File: config.mk
export PLATFORM = sky130hd
export DESIGN_NAME = sa_ctrl_axil_slave
export DESIGN_NICKNAME = d
export VERILOG_FILES = /design/src/rtl/sa_ctrl_pkg.sv /design/src/rtl/sa_axil_wr_capture.sv /design/src/rtl/sa_ctrl_axil_slave.sv
export SDC_FILE = /design/constraint.sdc
export NUM_CORES = 1
export LEC_CHECK = 0
export BUFFER_PORTS_ARGS = -buffer_cell sky130_fd_sc_hd__buf_2
export CAP_MARGIN = 20
export CORE_ASPECT_RATIO = 0.75
export CORE_MARGIN = 2
export CORE_UTILIZATION = 50
export CTS_CLUSTER_DIAMETER = 40
export DETAILED_ROUTE_END_ITERATION = 8
export PLACE_DENSITY = 0.81
export SYNTH_ARGS = -nofsm -noshare
export SYNTH_HDL_FRONTEND = slang
export SYNTH_SLANG_ARGS = --single-unit
export TNS_END_PERCENT = 5
File: constraint.sdc
create_clock -name S_AXI_ACLK -period 3.4 [get_ports S_AXI_ACLK]
set_input_delay 0.68 -clock S_AXI_ACLK [delete_from_list [all_inputs] [get_ports S_AXI_ACLK]]
set_output_delay 0.68 -clock S_AXI_ACLK [all_outputs]
set_load 0.03 [all_outputs]
File: src/rtl/sa_ctrl_pkg.sv
// Shared definitions for the systolic-array control slave.
// Holds the register map byte offsets, bit positions inside CTRL and STATUS,
// the AXI response encoding, the default IP identifier and small helpers
// used by the register file and the write-capture block.
package sa_ctrl_pkg;

  // Register byte offsets within the 64-byte window
  localparam logic [5:0] ADDR_CTRL   = 6'h00;
  localparam logic [5:0] ADDR_STATUS = 6'h04;
  localparam logic [5:0] ADDR_SRC    = 6'h08;
  localparam logic [5:0] ADDR_WGT    = 6'h0C;
  localparam logic [5:0] ADDR_DST    = 6'h10;
  localparam logic [5:0] ADDR_SIZE   = 6'h14;
  localparam logic [5:0] ADDR_CYCLES = 6'h18;
  localparam logic [5:0] ADDR_ID     = 6'h1C;

  // CTRL bits
  localparam int CTRL_START_BIT  = 0;
  localparam int CTRL_IRQ_EN_BIT = 1;

  // STATUS bits
  localparam int ST_BUSY_BIT = 0;
  localparam int ST_DONE_BIT = 1;
  localparam int ST_ERR_BIT  = 2;
  localparam int ST_REJ_BIT  = 3;

  typedef enum logic [1:0] {
    OKAY   = 2'b00,
    SLVERR = 2'b10
  } resp_e;

  localparam logic [31:0] SA_IP_ID = 32'h5A01_0001;

  // Offsets 0x20 and above have no register behind them
  function automatic logic is_mapped(input logic [5:0] off);
    return (off < 6'h20);
  endfunction

  // Byte-lane merge of a write into an existing 32-bit register
  function automatic logic [31:0] apply_wstrb(input logic [31:0] old_val,
                                              input logic [31:0] wdata,
                                              input logic [3:0]  wstrb);
    logic [31:0] res;
    res = old_val;
    for (int b = 0; b < 4; b++) begin
      if (wstrb[b]) res[8*b +: 8] = wdata[8*b +: 8];
    end
    return res;
  endfunction

endpackage

File: src/rtl/sa_axil_wr_capture.sv
// AXI4-Lite write-side capture: one-entry holding registers for the AW and W
// channels and the B-channel handshake.
// Ports:
//   aclk_i, aresetn_i          clock, asynchronous active-low reset
//   awaddr_i/awvalid_i/awready_o   word address (byte lanes already dropped)
//   wdata_i/wstrb_i/wvalid_i/wready_o
//   bresp_o/bvalid_o/bready_i
//   commit_o                   single-cycle strobe when both entries are held
//                              and no response is outstanding
//   commit_addr_o/data_o/strb_o    the held transaction
//   commit_resp_i              response chosen by the register file at commit
module sa_axil_wr_capture
  import sa_ctrl_pkg::*;
#(
  parameter int ADDR_W = 4,
  parameter int DATA_W = 32
) (
  input  logic                aclk_i,
  input  logic                aresetn_i,
  input  logic [ADDR_W-1:0]   awaddr_i,
  input  logic                awvalid_i,
  output logic                awready_o,
  input  logic [DATA_W-1:0]   wdata_i,
  input  logic [DATA_W/8-1:0] wstrb_i,
  input  logic                wvalid_i,
  output logic                wready_o,
  output logic [1:0]          bresp_o,
  output logic                bvalid_o,
  input  logic                bready_i,
  output logic                commit_o,
  output logic [ADDR_W-1:0]   commit_addr_o,
  output logic [DATA_W-1:0]   commit_data_o,
  output logic [DATA_W/8-1:0] commit_strb_o,
  input  resp_e               commit_resp_i
);

  logic                aw_full_q, aw_full_d;
  logic                w_full_q,  w_full_d;
  logic                bvalid_q,  bvalid_d;
  resp_e               bresp_q,   bresp_d;
  logic [ADDR_W-1:0]   awaddr_q,  awaddr_d;
  logic [DATA_W-1:0]   wdata_q,   wdata_d;
  logic [DATA_W/8-1:0] wstrb_q,   wstrb_d;
  logic                b_hs;

  // Entries stay held through the response so only one write is in flight
  assign awready_o     = ~aw_full_q;
  assign wready_o      = ~w_full_q;
  assign commit_o      = aw_full_q & w_full_q & ~bvalid_q;
  assign b_hs          = bvalid_q & bready_i;
  assign bvalid_o      = bvalid_q;
  assign bresp_o       = bresp_q;
  assign commit_addr_o = awaddr_q;
  assign commit_data_o = wdata_q;
  assign commit_strb_o = wstrb_q;

  always_comb begin
    aw_full_d = aw_full_q;
    w_full_d  = w_full_q;
    bvalid_d  = bvalid_q;
    bresp_d   = bresp_q;
    awaddr_d  = awaddr_q;
    wdata_d   = wdata_q;
    wstrb_d   = wstrb_q;
    // B handshake frees both entries; READYs come back next cycle
    if (b_hs) begin
      aw_full_d = 1'b0;
      w_full_d  = 1'b0;
      bvalid_d  = 1'b0;
    end
    if (awvalid_i && !aw_full_q) begin
      aw_full_d = 1'b1;
      awaddr_d  = awaddr_i;
    end
    if (wvalid_i && !w_full_q) begin
      w_full_d = 1'b1;
      wdata_d  = wdata_i;
      wstrb_d  = wstrb_i;
    end
    if (commit_o) begin
      bvalid_d = 1'b1;
      bresp_d  = commit_resp_i;
    end
  end

  always_ff @(posedge aclk_i or negedge aresetn_i) begin
    if (!aresetn_i) begin
      aw_full_q <= 1'b0;
      w_full_q  <= 1'b0;
      bvalid_q  <= 1'b0;
      bresp_q   <= OKAY;
      awaddr_q  <= '0;
      wdata_q   <= '0;
      wstrb_q   <= '0;
    end else begin
      aw_full_q <= aw_full_d;
      w_full_q  <= w_full_d;
      bvalid_q  <= bvalid_d;
      bresp_q   <= bresp_d;
      awaddr_q  <= awaddr_d;
      wdata_q   <= wdata_d;
      wstrb_q   <= wstrb_d;
    end
  end

endmodule

File: src/rtl/sa_ctrl_axil_slave.sv
// AXI4-Lite register file that programs and monitors the systolic-array core.
// Ports:
//   S_AXI_ACLK, S_AXI_ARESETN      clock, asynchronous active-low reset
//   S_AXI_AW*/W*/B*/AR*/R*          AXI4-Lite slave channels (64-byte window)
//   o_start                        one-cycle start pulse to the core
//   o_src_addr/o_wgt_addr/o_dst_addr/o_size_param   job configuration
//   i_busy, i_done, i_error        core status (done is a level)
//   o_irq                          level interrupt, IRQ_EN & (DONE | ERR)
module sa_ctrl_axil_slave
  import sa_ctrl_pkg::*;
#(
  parameter int          C_S_AXI_DATA_WIDTH = 32,
  parameter int          C_S_AXI_ADDR_WIDTH = 6,
  parameter logic [31:0] IP_ID              = SA_IP_ID
) (
  input  logic                            S_AXI_ACLK,
  input  logic                            S_AXI_ARESETN,
  input  logic [C_S_AXI_ADDR_WIDTH-1:0]   S_AXI_AWADDR,
  input  logic                            S_AXI_AWVALID,
  output logic                            S_AXI_AWREADY,
  input  logic [C_S_AXI_DATA_WIDTH-1:0]   S_AXI_WDATA,
  input  logic [C_S_AXI_DATA_WIDTH/8-1:0] S_AXI_WSTRB,
  input  logic                            S_AXI_WVALID,
  output logic                            S_AXI_WREADY,
  output logic [1:0]                      S_AXI_BRESP,
  output logic                            S_AXI_BVALID,
  input  logic                            S_AXI_BREADY,
  input  logic [C_S_AXI_ADDR_WIDTH-1:0]   S_AXI_ARADDR,
  input  logic                            S_AXI_ARVALID,
  output logic                            S_AXI_ARREADY,
  output logic [C_S_AXI_DATA_WIDTH-1:0]   S_AXI_RDATA,
  output logic [1:0]                      S_AXI_RRESP,
  output logic                            S_AXI_RVALID,
  input  logic                            S_AXI_RREADY,
  output logic                            o_start,
  output logic [31:0]                     o_src_addr,
  output logic [31:0]                     o_wgt_addr,
  output logic [31:0]                     o_dst_addr,
  output logic [31:0]                     o_size_param,
  input  logic                            i_busy,
  input  logic                            i_done,
  input  logic                            i_error,
  output logic                            o_irq
);

  localparam int WORD_W = C_S_AXI_ADDR_WIDTH - 2;

  // Byte-lane address bits carry no meaning in a word-aligned map
  logic unused_addr_lsbs;
  assign unused_addr_lsbs = ^{S_AXI_AWADDR[1:0], S_AXI_ARADDR[1:0]};

  // ---------------------------------------------------------------- write capture
  logic                            wr_commit;
  logic [WORD_W-1:0]               wr_word;
  logic [C_S_AXI_DATA_WIDTH-1:0]   wr_data;
  logic [C_S_AXI_DATA_WIDTH/8-1:0] wr_strb;
  resp_e                           wr_resp;

  sa_axil_wr_capture #(
    .ADDR_W (WORD_W),
    .DATA_W (C_S_AXI_DATA_WIDTH)
  ) u_wr_capture (
    .aclk_i        (S_AXI_ACLK),
    .aresetn_i     (S_AXI_ARESETN),
    .awaddr_i      (S_AXI_AWADDR[C_S_AXI_ADDR_WIDTH-1:2]),
    .awvalid_i     (S_AXI_AWVALID),
    .awready_o     (S_AXI_AWREADY),
    .wdata_i       (S_AXI_WDATA),
    .wstrb_i       (S_AXI_WSTRB),
    .wvalid_i      (S_AXI_WVALID),
    .wready_o      (S_AXI_WREADY),
    .bresp_o       (S_AXI_BRESP),
    .bvalid_o      (S_AXI_BVALID),
    .bready_i      (S_AXI_BREADY),
    .commit_o      (wr_commit),
    .commit_addr_o (wr_word),
    .commit_data_o (wr_data),
    .commit_strb_o (wr_strb),
    .commit_resp_i (wr_resp)
  );

  // ---------------------------------------------------------------- register file
  logic        irq_en_q,   irq_en_d;
  logic        done_q,     done_d;
  logic        err_q,      err_d;
  logic        rej_q,      rej_d;
  logic [31:0] src_q,      src_d;
  logic [31:0] wgt_q,      wgt_d;
  logic [31:0] dst_q,      dst_d;
  logic [31:0] size_q,     size_d;
  logic [31:0] cycles_q,   cycles_d;
  logic        start_q,    start_d;
  logic        irq_q,      irq_d;
  logic        done_prev_q, err_prev_q;

  logic [C_S_AXI_ADDR_WIDTH-1:0] wr_off;
  logic                          wr_is_cfg;
  logic                          wr_ok;

  assign wr_off    = {wr_word, 2'b00};
  assign wr_is_cfg = (wr_off == ADDR_SRC) || (wr_off == ADDR_WGT) ||
                     (wr_off == ADDR_DST) || (wr_off == ADDR_SIZE);
  // Job configuration is frozen while the core is running
  assign wr_resp   = (!is_mapped(wr_off) || (wr_is_cfg && i_busy)) ? SLVERR : OKAY;
  assign wr_ok     = wr_commit && (wr_resp == OKAY);

  always_comb begin
    irq_en_d = irq_en_q;
    done_d   = done_q;
    err_d    = err_q;
    rej_d    = rej_q;
    src_d    = src_q;
    wgt_d    = wgt_q;
    dst_d    = dst_q;
    size_d   = size_q;
    cycles_d = cycles_q;
    start_d  = 1'b0;

    if (wr_ok) begin
      case (wr_off)
        ADDR_CTRL: begin
          if (wr_strb[0]) begin
            irq_en_d = wr_data[CTRL_IRQ_EN_BIT];
            if (wr_data[CTRL_START_BIT]) begin
              if (i_busy) rej_d   = 1'b1;
              else        start_d = 1'b1;
            end
          end
        end
        ADDR_STATUS: begin
          if (wr_strb[0]) begin
            done_d = done_q & ~wr_data[ST_DONE_BIT];
            err_d  = err_q  & ~wr_data[ST_ERR_BIT];
            rej_d  = rej_q  & ~wr_data[ST_REJ_BIT];
          end
        end
        ADDR_SRC:  src_d  = apply_wstrb(src_q,  wr_data, wr_strb);
        ADDR_WGT:  wgt_d  = apply_wstrb(wgt_q,  wr_data, wr_strb);
        ADDR_DST:  dst_d  = apply_wstrb(dst_q,  wr_data, wr_strb);
        ADDR_SIZE: size_d = apply_wstrb(size_q, wr_data, wr_strb);
        default: ;
      endcase
    end

    // Status edges are applied after the W1C so a same-cycle set survives
    if (i_done  && !done_prev_q) done_d = 1'b1;
    if (i_error && !err_prev_q)  err_d  = 1'b1;

    // The start pulse owns the counter in its cycle
    if (start_q)                          cycles_d = '0;
    else if (i_busy && (cycles_q != '1))  cycles_d = cycles_q + 32'd1;

    irq_d = irq_en_q & (done_q | err_q);
  end

  always_ff @(posedge S_AXI_ACLK or negedge S_AXI_ARESETN) begin
    if (!S_AXI_ARESETN) begin
      irq_en_q    <= 1'b0;
      done_q      <= 1'b0;
      err_q       <= 1'b0;
      rej_q       <= 1'b0;
      src_q       <= '0;
      wgt_q       <= '0;
      dst_q       <= '0;
      size_q      <= '0;
      cycles_q    <= '0;
      start_q     <= 1'b0;
      irq_q       <= 1'b0;
      done_prev_q <= 1'b0;
      err_prev_q  <= 1'b0;
    end else begin
      irq_en_q    <= irq_en_d;
      done_q      <= done_d;
      err_q       <= err_d;
      rej_q       <= rej_d;
      src_q       <= src_d;
      wgt_q       <= wgt_d;
      dst_q       <= dst_d;
      size_q      <= size_d;
      cycles_q    <= cycles_d;
      start_q     <= start_d;
      irq_q       <= irq_d;
      done_prev_q <= i_done;
      err_prev_q  <= i_error;
    end
  end

  assign o_start      = start_q;
  assign o_src_addr   = src_q;
  assign o_wgt_addr   = wgt_q;
  assign o_dst_addr   = dst_q;
  assign o_size_param = size_q;
  assign o_irq        = irq_q;

  // ---------------------------------------------------------------- read path
  logic                          rvalid_q, rvalid_d;
  logic [31:0]                   rdata_q,  rdata_d;
  resp_e                         rresp_q,  rresp_d;
  logic [C_S_AXI_ADDR_WIDTH-1:0] rd_off;
  logic                          ar_hs;
  logic [31:0]                   rd_val;
  resp_e                         rd_resp;

  assign rd_off = {S_AXI_ARADDR[C_S_AXI_ADDR_WIDTH-1:2], 2'b00};
  assign ar_hs  = S_AXI_ARVALID & ~rvalid_q;

  always_comb begin
    rd_val  = '0;
    rd_resp = OKAY;
    case (rd_off)
      ADDR_CTRL:   rd_val[CTRL_IRQ_EN_BIT] = irq_en_q;
      ADDR_STATUS: begin
        rd_val[ST_BUSY_BIT] = i_busy;
        rd_val[ST_DONE_BIT] = done_q;
        rd_val[ST_ERR_BIT]  = err_q;
        rd_val[ST_REJ_BIT]  = rej_q;
      end
      ADDR_SRC:    rd_val = src_q;
      ADDR_WGT:    rd_val = wgt_q;
      ADDR_DST:    rd_val = dst_q;
      ADDR_SIZE:   rd_val = size_q;
      ADDR_CYCLES: rd_val = cycles_q;
      ADDR_ID:     rd_val = IP_ID;
      default:     rd_resp = SLVERR;
    endcase
  end

  always_comb begin
    rvalid_d = rvalid_q;
    rdata_d  = rdata_q;
    rresp_d  = rresp_q;
    if (ar_hs) begin
      rvalid_d = 1'b1;
      rdata_d  = rd_val;
      rresp_d  = rd_resp;
    end else if (rvalid_q && S_AXI_RREADY) begin
      rvalid_d = 1'b0;
    end
  end

  always_ff @(posedge S_AXI_ACLK or negedge S_AXI_ARESETN) begin
    if (!S_AXI_ARESETN) begin
      rvalid_q <= 1'b0;
      rdata_q  <= '0;
      rresp_q  <= OKAY;
    end else begin
      rvalid_q <= rvalid_d;
      rdata_q  <= rdata_d;
      rresp_q  <= rresp_d;
    end
  end

  assign S_AXI_ARREADY = ~rvalid_q;
  assign S_AXI_RVALID  = rvalid_q;
  assign S_AXI_RDATA   = rdata_q;
  assign S_AXI_RRESP   = rresp_q;

endmodule

== Yosys cells after proc, flatten, opt, wreduce, memory -nomap -nowiden ==
Cells that the tools add are included.

* Bits in read-only memories: 0
* Output and inout port bits: 171
* Bits of input ports: 58
* Memories: 0
* Latch bits: 0
* Flip-flop bits (word level): 248
* Logic and storage cells: 155
* Bits in writable memories: 0

* Equal/unequal tests: 17
* Add/sub/neg operators: 1
* $mul: 0
* Div/mod/pow operators: 0
* Shift operators: 0
* Reductions and logical operators: 53
* $lt $le $gt $ge: 1
* Multiplexer cells: 32
* Bitwise operators: 16

{| class="wikitable"
|+ Operator list
! operator !! count
|-
| $pmux 28 s6 || 1
|-
| $mux 32 || 2
|-
| $reduce_and 3->1 || 19
|-
| $add 32x1->32 const B || 1
|-
| $ne 32x32->1 const B || 1
|-
| $eq 4x3->1 const B || 6
|-
| $reduce_bool 2->1 || 12
|-
| $mux 1 || 23
|-
| $eq 4x2->1 const B || 4
|-
| $pmux 1 s7 || 2
|-
| $logic_not 6->1 || 2
|-
| $pmux 2 s6 || 1
|-
| $and 1x1->1 || 8
|-
| $eq 4x1->1 const B || 2
|-
| $logic_and 1x1->1 || 8
|-
| $reduce_or 8->1 || 1
|-
| $not 1->1 || 7
|-
| $lt 6x6->1 const B || 1
|-
| $ne 2x1->1 const B || 3
|-
| $reduce_and 6->1 || 1
|-
| $logic_not 1->1 || 5
|-
| $logic_or 1x1->1 || 4
|-
| $mux 2 || 2
|-
| $logic_not 2->1 || 1
|-
| 3 further kinds || 3
|}

== Depth between registers and ports, before layout ==
Gate-level depths: netlist (run 1).

* Depth after elaboration: 11
* Depth in mapped cells: 8
* Mapped depth without buffers: 6

== By module ==
From an unflattened synthesis (run 1), not the netlist that was laid out.

* Cells, all modules: 877
* Area total of the unflattened synthesis: 11,069.4 um^2

{| class="wikitable"
|+ Modules (own cells, without submodules)
! module !! area each (um^2) !! cells each !! instances !! seq. area each (um^2)
|-
| sa_ctrl_axil_slave || 9,226.3 || 774 || 1 || 5,054.8
|-
| sa_axil_wr_capture || 1,843.0 || 103 || 1 || 1,126.1
|}

== Worst setup path after synthesis (run 1) ==
No wires, ideal clock.

* Kind: input to register
* Start point: input port i_busy
* End point: register cycles_q[25]
* Buffers on the path: 2
* Arrival time: 2,088 ps
* Data required time: 3,322 ps
* Cell stages on the path: 7
* Slack: 1,234 ps
* Library setup time: 78 ps
* Cells stage by stage: buf_2 nand4_4 nor4_4 o21ai_2 buf_6 or4_1 a21oi_1

* Word-level cells in the longest chain between the ends: 2

{| class="wikitable"
|+ Ends and longest elaborated chain
! element !! RTL line !! source
|-
| start, declared || sa_ctrl_axil_slave.sv:40 || <nowiki>input logic i_busy,</nowiki>
|-
| $logic_and 1x1->1 || sa_ctrl_axil_slave.sv:151 || <nowiki>else if (i_busy && (cycles_q != '1)) cycles_d = cycles_q + 32'd1;</nowiki>
|-
| $reduce_bool 2->1 (no source line) || -- ||
|-
| end signal, assigned || sa_ctrl_axil_slave.sv:180 || <nowiki>cycles_q <= cycles_d;</nowiki>
|-
| end, declared || sa_ctrl_axil_slave.sv:91 || <nowiki>logic [31:0] cycles_q, cycles_d;</nowiki>
|}

No other way between the ends.
A chain may end at the register's enable or synchronous reset.

== Worst setup path in the final report (run 1) ==
* Start point: register u_wr_capture.bvalid_q, in the netlist u_wr_capture.bvalid_o
* End point: register src_q[29], in the netlist o_src_addr[29]

* Word-level cells in the longest chain between the ends: 4

{| class="wikitable"
|+ Ends and longest elaborated chain
! element !! RTL line !! source
|-
| start, declared || sa_axil_wr_capture.sv:39 || <nowiki>logic bvalid_q, bvalid_d;</nowiki>
|-
| start signal, assigned || sa_axil_wr_capture.sv:98 || <nowiki>bvalid_q <= bvalid_d;</nowiki>
|-
| $not 1->1 || sa_axil_wr_capture.sv:49 || <nowiki>assign commit_o = aw_full_q & w_full_q & ~bvalid_q;</nowiki>
|-
| $and 1x1->1 || sa_axil_wr_capture.sv:49 ||
|-
| $logic_and 1x1->1 || sa_ctrl_axil_slave.sv:105 || <nowiki>assign wr_ok = wr_commit && (wr_resp == OKAY);</nowiki>
|-
| $reduce_and 3->1 (no source line) || -- ||
|-
| end signal, assigned || sa_ctrl_axil_slave.sv:176 || <nowiki>src_q <= src_d;</nowiki>
|-
| end, declared || sa_ctrl_axil_slave.sv:87 || <nowiki>logic [31:0] src_q, src_d;</nowiki>
|}

No other way between the ends.

==> flow_metrics.env, run 1 <==
export IMPL_status="completed"
export IMPL_cts_buffers=31
export IMPL_worstSetupPathType="reg2reg"
export IMPL_crit_chain="and4bb_2, nand3b_1, nor3_1, nand2_2, mux2_2"
export IMPL_critPathArrivalTime_ns=2.87
export IMPL_maxSlewViolCount=0
export IMPL_grt_max_degree=86
export IMPL_coreArea_mm2=0.0214
export IMPL_drv_cap=0
export IMPL_initial_core_util_pct=51.4
export IMPL_die_area_mm2=0.0232
export IMPL_critPathBufInv=0
export IMPL_syn_cell_area_mm2=0.0110
export IMPL_worstRegToRegCells=5
export IMPL_portBuffers=222
export IMPL_synth_edf_count=0
export IMPL_dr_pass1_iters=6
export IMPL_ctsResizeCount=0
export IMPL_syn_instance_count=901
export IMPL_cts_sinks=246
export IMPL_critPathCaptureType="register"
export IMPL_routed_via_count=8634
export IMPL_clkTransAtPathRegs_ns=0.06
export IMPL_tightest_slew_ns=0.978
export IMPL_cts_max_level=1
export IMPL_hold_worst_slack_ns=0.136
export IMPL_synth_seq_area_share_pct=56.1
export IMPL_max_stage_delay_ns=0.63
export IMPL_synth_ff_type="dfrtp_1"
export IMPL_post_cts_buffers=0
export IMPL_synth_seq_cells=246
export IMPL_avgSynthCellArea_um2=12.2
export IMPL_grt_pass1_vias=8689
export IMPL_mostFrequentLayoutCells="246 x dfrtp_1, 221 x buf_2, 173 x mux2_2"
export IMPL_r2r_end="o_src_addr[29]$_DFFE_PN0P_"
export IMPL_finalCritPeriodShare_pct=71.7
export IMPL_fin_skew_ns=0.0321
export IMPL_n_fill_cell=1681
export IMPL_yosysTopAreaCell="dfrtp_1"
export IMPL_r2r_start="u_wr_capture.bvalid_o$_DFFE_PN0P_"
export IMPL_grt_remaining_overflow=0
export IMPL_final_common_cell="dfrtp_1"
export IMPL_drc=0
export IMPL_grt_pass1_wl_um=49200
export IMPL_num_rows=46
export IMPL_drt_iter0_drc=787
export IMPL_p_leak_nw=6.67
export IMPL_hold_violations=0
export IMPL_stdcell_area_mm2=0.0135
export IMPL_powerDensity_mw_per_mm2=826
export IMPL_ios=229
export IMPL_cts_tree="done"
export IMPL_vias_per_cell=6.00
export IMPL_setup_tns_ns=0
export IMPL_peakVddDrop_v=0.000629
export IMPL_clock_root_buffer="clkbuf_16"
export IMPL_crit_slowest_cell="nor3_1"
export IMPL_grtUsageTotal_pct=27.1
export IMPL_dp_cells=1379
export IMPL_hpwl_um=21500
export IMPL_cts_hold_buffers=0
export IMPL_ant_nets=0
export IMPL_synthTopCellsByArea="dfrtp_1 56%, mux2_2 18%, o21ai_0 3.5%"
export IMPL_clock_latency_ns=0.57
export IMPL_wirelength_um=31700
export IMPL_synth_distinct_cells=58
export IMPL_fmax_mhz=410
export IMPL_layout_cells_non_filler=1438
export IMPL_chipWidth_um=175
export IMPL_r2r_slack_ns=0.96
export IMPL_clk_path_buf_depth=3
export IMPL_crit_required_ns=3.84
export IMPL_min_delay_path_class="in2async"
export IMPL_relSlewSlack_pct=34.5
export IMPL_worst_path_dominant_cell_family="simple AND/OR/NAND/NOR gates"
export IMPL_cp_max_fo=8
export IMPL_ys_async_sr_fraction_pct=100
export IMPL_globalplace_congestion=0.885
export IMPL_grt_setup_unrepaired="false"
export IMPL_die_h_um=132
export IMPL_placed_area_mm2=0.0124
export IMPL_drive_above_1_share_pct=42.8
export IMPL_avgRoutedWirePerCell_um=22.0
export IMPL_area_growth_pct=23.3
export IMPL_fin_nets=1183
export IMPL_cp_start_kind="register"
export IMPL_synth_top_area_share_pct=56.1
export IMPL_ys_warn_count=0
export IMPL_grt_antenna_before_repair=1
export IMPL_finalCriticalPeriod_ns=2.44
export IMPL_finalSetupViolations=0
## worst reg2reg max path, stage by stage (launching register included)
cell and delay [ns]:
dfrtp_1 0.41, and4bb_2 0.36, nand3b_1 0.12, nor3_1 0.64, nand2_2 0.40, mux2_2 0.38
## worst max path at each step
stage / slack, ns / cells after the start / from / endpoint
floorplan: 1.23 / 7 / i_busy / cycles_q[25]$_DFFE_PN0P_
global placement: 0.77 / 6 / i_busy / cycles_q[24]$_DFFE_PN0P_
finish: 0.96 / 5 / u_wr_capture.bvalid_o$_DFFE_PN0P_ / o_src_addr[29]$_DFFE_PN0P_
detailed placement: 0.72 / 6 / i_busy / cycles_q[30]$_DFFE_PN0P_
global route: 0.75 / 6 / cycles_q[0]$_DFFE_PN0P_ / cycles_q[24]$_DFFE_PN0P_
CTS: 0.98 / 5 / u_wr_capture.w_full_q$_DFFE_PN0P_ / o_src_addr[29]$_DFFE_PN0P_
## final cells by class
type,instances,area (µm²),share of cell area (%)
antenna,1,2.50,0.0185
clock buffer,37,828,6.12
clock inverter,21,255,1.89
inverter,12,45.0,0.333
multi-input combinational,592,4590,33.9
sequential,246,6160,45.5
tap,288,360,2.66
timing repair buffer,241,1300,9.61
## synth_stat cells, drive strengths merged, types with 2 or more instances
master and n:
nand2 86, a22o 4, nor3 6, a2bb2oi 3, a222oi 26, nand4 14, buf 19, o31ai 6
xnor2 3, a22oi 5, or4 7, nor2b 7, dfrtp 246, a21oi 32, nor4b 4, inv 12
o21ai 79, xor2 5, nor2 23, nand3b 3, a211oi 2, nand3 16, and2 2, clkbuf 33
mux2i 32, a31oi 3, o21a 2, o211ai 5, and3 2, nor4 7, and4 4, mux2 173
or3 17
## report_power, final
part           total, mW  switching, mW  internal, mW
Clock               3.39           1.33          2.07
Sequential          4.64          0.899          3.74
Combinational       3.14           1.93          1.21
Total               11.2           4.16          7.02
## through the flow
stage          setup slack (ns)  utilization [%]  power, mW
2_1_floorplan              1.23                -       6.62
3_3_place_gp              0.773             58.3       7.66
3_5_place_dp              0.716             58.3       7.79
4_1_cts                   0.981             63.4       11.2
5_1_grt                   0.746             63.4       11.6
6_report                  0.963             63.4       11.2
## logic make-up (layout without fill, tap and decap cells)
kind of cell | Yosys count | after routing | synth area share (%)
flops | 246 | 246 | 56.1
mux | 205 | 205 | 20.7
simple gates | 202 | 202 | 9.88
compound gates | 174 | 174 | 10.1
buf+inv | 64 | 311 | 2.52
xor+xnor | 8 | 8 | 0.638
fa+ha+maj | 1 | 1 | 0.114
other cells | 1 | 3 | 0.0341
## layer usage
metal	vias to the layer above	routed length [µm]	GRT usage [%]	share of wire (%)
li1	3795	-	-	-
met1	4397	13200	37.4	42
met2	381	15000	43.5	47
met3	61	2670	6.23	8.4
met4	0	763	7.22	2.4
met5	-	0	0	0
## registers in the layout, summed over array words and instances, names as in the netlist, 4 cells and up
name / flops
o_dst_addr: 32
o_wgt_addr: 32
u_wr_capture.commit_data_o: 32
u_wr_capture.commit_strb_o: 4
S_AXI_RDATA: 32
o_src_addr: 32
u_wr_capture.commit_addr_o: 4
o_size_param: 32
cycles_q: 32
(Power assumes the default switching activity.)
==> run 2, diff against run 1 <==
PLACE_DENSITY = 0.84   (was 0.81)
clock period = 2.2 ns   (was 3.4 ns; I/O delays follow)
==> run 2 against run 1 <==
Compared with the run above: power grew 50%; critical path depth is the same; cell area grew 1.1%; maximum frequency grew 17%; global-route usage grew 0.65 points; worst hold slack lost 0.12 ns; sequential cell count is the same; setup slack lost 0.85 ns; clock skew shrank 0.0046 ns; first-iteration DRC count grew 16%.
==> flow_metrics.env, run 2 (synthesis results as in run 1) <==
export IMPL_worstHoldStart="i_done"
export IMPL_crit_slowest_cell="dfrtp_1"
export IMPL_tightest_slew_ns=0.668
export IMPL_crit_chain="and4bb_2, nand3b_1, nor2_1, nand2_1, mux2_2"
export IMPL_drive_above_1_share_pct=43.8
export IMPL_drt_iter0_drc=911
export IMPL_cts_buffers=28
export IMPL_num_rows=46
export IMPL_final_common_cell="dfrtp_1"
export IMPL_peakVddDrop_v=0.00101
export IMPL_finalCriticalPeriod_ns=2.08
export IMPL_n_fill_cell=1559
export IMPL_placed_area_mm2=0.0127
export IMPL_cts_max_level=1
export IMPL_status="completed"
export IMPL_die_area_mm2=0.0232
export IMPL_avgRoutedWirePerCell_um=22.2
export IMPL_clock_root_buffer="clkbuf_16"
export IMPL_r2r_slack_ns=0.12
export IMPL_min_delay_path_class="in2reg"
export IMPL_grt_pass1_wl_um=50300
export IMPL_maxSlewViolCount=0
export IMPL_grt_max_degree=59
export IMPL_ant_nets=0
export IMPL_dr_pass1_iters=7
export IMPL_final_seq_area_mm2=0.00616
export IMPL_drv_cap=0
export IMPL_grtUsageTotal_pct=27.8
export IMPL_p_leak_nw=6.77
export IMPL_finalSetupViolations=0
export IMPL_initial_core_util_pct=51.4
export IMPL_portBuffers=222
export IMPL_finalCritPeriodShare_pct=94.7
export IMPL_coreArea_mm2=0.0214
export IMPL_post_cts_buffers=0
export IMPL_die_h_um=132
export IMPL_ios=229
export IMPL_holdPathEnd="done_prev_q$_DFF_PN0_"
export IMPL_mostFrequentLayoutCells="245 x dfrtp_1, 221 x buf_2, 173 x mux2_2"
export IMPL_max_stage_delay_ns=0.42
export IMPL_relSlewSlack_pct=54.3
export IMPL_area_growth_pct=24.6
export IMPL_grt_pass1_vias=8894
export IMPL_clk_path_buf_depth=3
export IMPL_r2r_start="u_wr_capture.bvalid_o$_DFFE_PN0P_"
export IMPL_routed_via_count=8726
export IMPL_hpwl_um=22500
export IMPL_multiInputGateArea_mm2=0.00459
export IMPL_hold_violations=0
export IMPL_fin_skew_ns=0.0275
export IMPL_cp_start_kind="register"
export IMPL_worstRegToRegCells=5
export IMPL_fmax_mhz=480
export IMPL_wirelength_um=32500
export IMPL_fin_nets=1212
export IMPL_grt_remaining_overflow=0
export IMPL_crit_required_ns=2.62
export IMPL_grt_antenna_before_repair=4
export IMPL_clock_latency_ns=0.55
export IMPL_hold_worst_slack_ns=0.0129
export IMPL_cp_max_fo=8
export IMPL_critPathArrivalTime_ns=2.50
export IMPL_cts_sinks=246
export IMPL_chipWidth_um=175
export IMPL_finalWorstSetupSlack_ns=0.116
export IMPL_clkTransAtPathRegs_ns=0.07
export IMPL_stdcell_area_mm2=0.0137
export IMPL_critPathCaptureType="register"
export IMPL_vias_per_cell=5.96
export IMPL_globalplace_congestion=0.943
export IMPL_worstSetupPathType="reg2reg"
export IMPL_drc=0
export IMPL_whs_path_depth=1
export IMPL_cts_tree="done"
export IMPL_dpl_worst_slack_ns=0.0831
export IMPL_powerDensity_mw_per_mm2=1230
export IMPL_r2r_end="o_wgt_addr[23]$_DFFE_PN0P_"
==> run 2: changes by cell type in the layout (fill, tap and decap cells not counted), sizes merged <==
cell / change
buf: +31
clkinvlp: -3
bufinv: -2
clkbuf: -2
clkinv: -2
diode: +1
dlygate4sd3: +1
inv: +1
==> run 2: worst max-delay path by stage <==
stage	startpoint	to	slack (ns)	cells after the start
floorplan	u_wr_capture.bvalid_o$_DFFE_PN0P_	o_dst_addr[0]$_DFFE_PN0P_	0.16	5
global placement	i_busy	cycles_q[24]$_DFFE_PN0P_	0.17	7
detailed placement	S_AXI_ARADDR[2]	S_AXI_RDATA[16]$_DFFE_PN0P_	0.08	7
CTS	cycles_q[21]$_DFFE_PN0P_	cycles_q[19]$_DFFE_PN0P_	0.11	5
global route	cycles_q[2]$_DFFE_PN0P_	cycles_q[30]$_DFFE_PN0P_	-0.005	6
finish	u_wr_capture.bvalid_o$_DFFE_PN0P_	o_wgt_addr[23]$_DFFE_PN0P_	0.12	5
==> run 2: critical path: cells and delay by family (launching register included) <==
kind | cells | cell delay, ns
flip-flops | 1 | 0.42
multiplexers | 1 | 0.42
AND/OR/NAND/NOR | 4 | 1.11
==> run 2: layout make-up <==
| cell class | instances | share of cell area [%] |
|---|---|---|
| multi-input combinational | 592 | 33.6 |
| sequential | 246 | 45.0 |
| clock buffer | 35 | 5.46 |
| timing repair buffer | 273 | 11.7 |
| inverter | 12 | 0.329 |
| clock inverter | 15 | 1.26 |
| antenna | 2 | 0.0366 |
| tap | 288 | 2.63 |
==> run 2: where the power goes <==
group / internal, mW / switching, mW / total (mW)
Clock: 2.69 / 1.94 / 4.63
Sequential: 5.79 / 1.33 / 7.11
Combinational: 1.96 / 3.10 / 5.07
Total: 10.4 / 6.37 / 16.8
==> run 2: repair_timing <==
| item | 4_1_cts | 5_1_grt |
|---|---|---|
| resized for setup | 0 | 2 |
| endpoints found under the hold margin | 46 | 0 |
| hold buffers | 1 | 0 |
| endpoints found under the setup margin | 0 | 6 |
==> run 2: per-layer routing <==
layer	GRT usage, %	up-vias	part of all wire, %
li1	-	3842	-
met1	37.1	4365	40
met2	43.8	435	47
met3	8.02	80	9.7
met4	9.12	4	3.2
met5	0	-	0.083
==> run 2: per-stage QoR <==
| step | std cells | TNS [ns] | utilization, % | power [mW] |
|---|---|---|---|---|
| after floorplan | 902 | 0 | - | 10.2 |
| after global placement | 1410 | 0 | 59.7 | 11.9 |
| after detailed placement | 1410 | 0 | 59.7 | 12.2 |
| after CTS | 1461 | 0 | 64.0 | 16.8 |
| after global routing | 1461 | -0.00525 | 64.1 | 17.5 |
| final | 1463 | 0 | 64.1 | 16.8 |
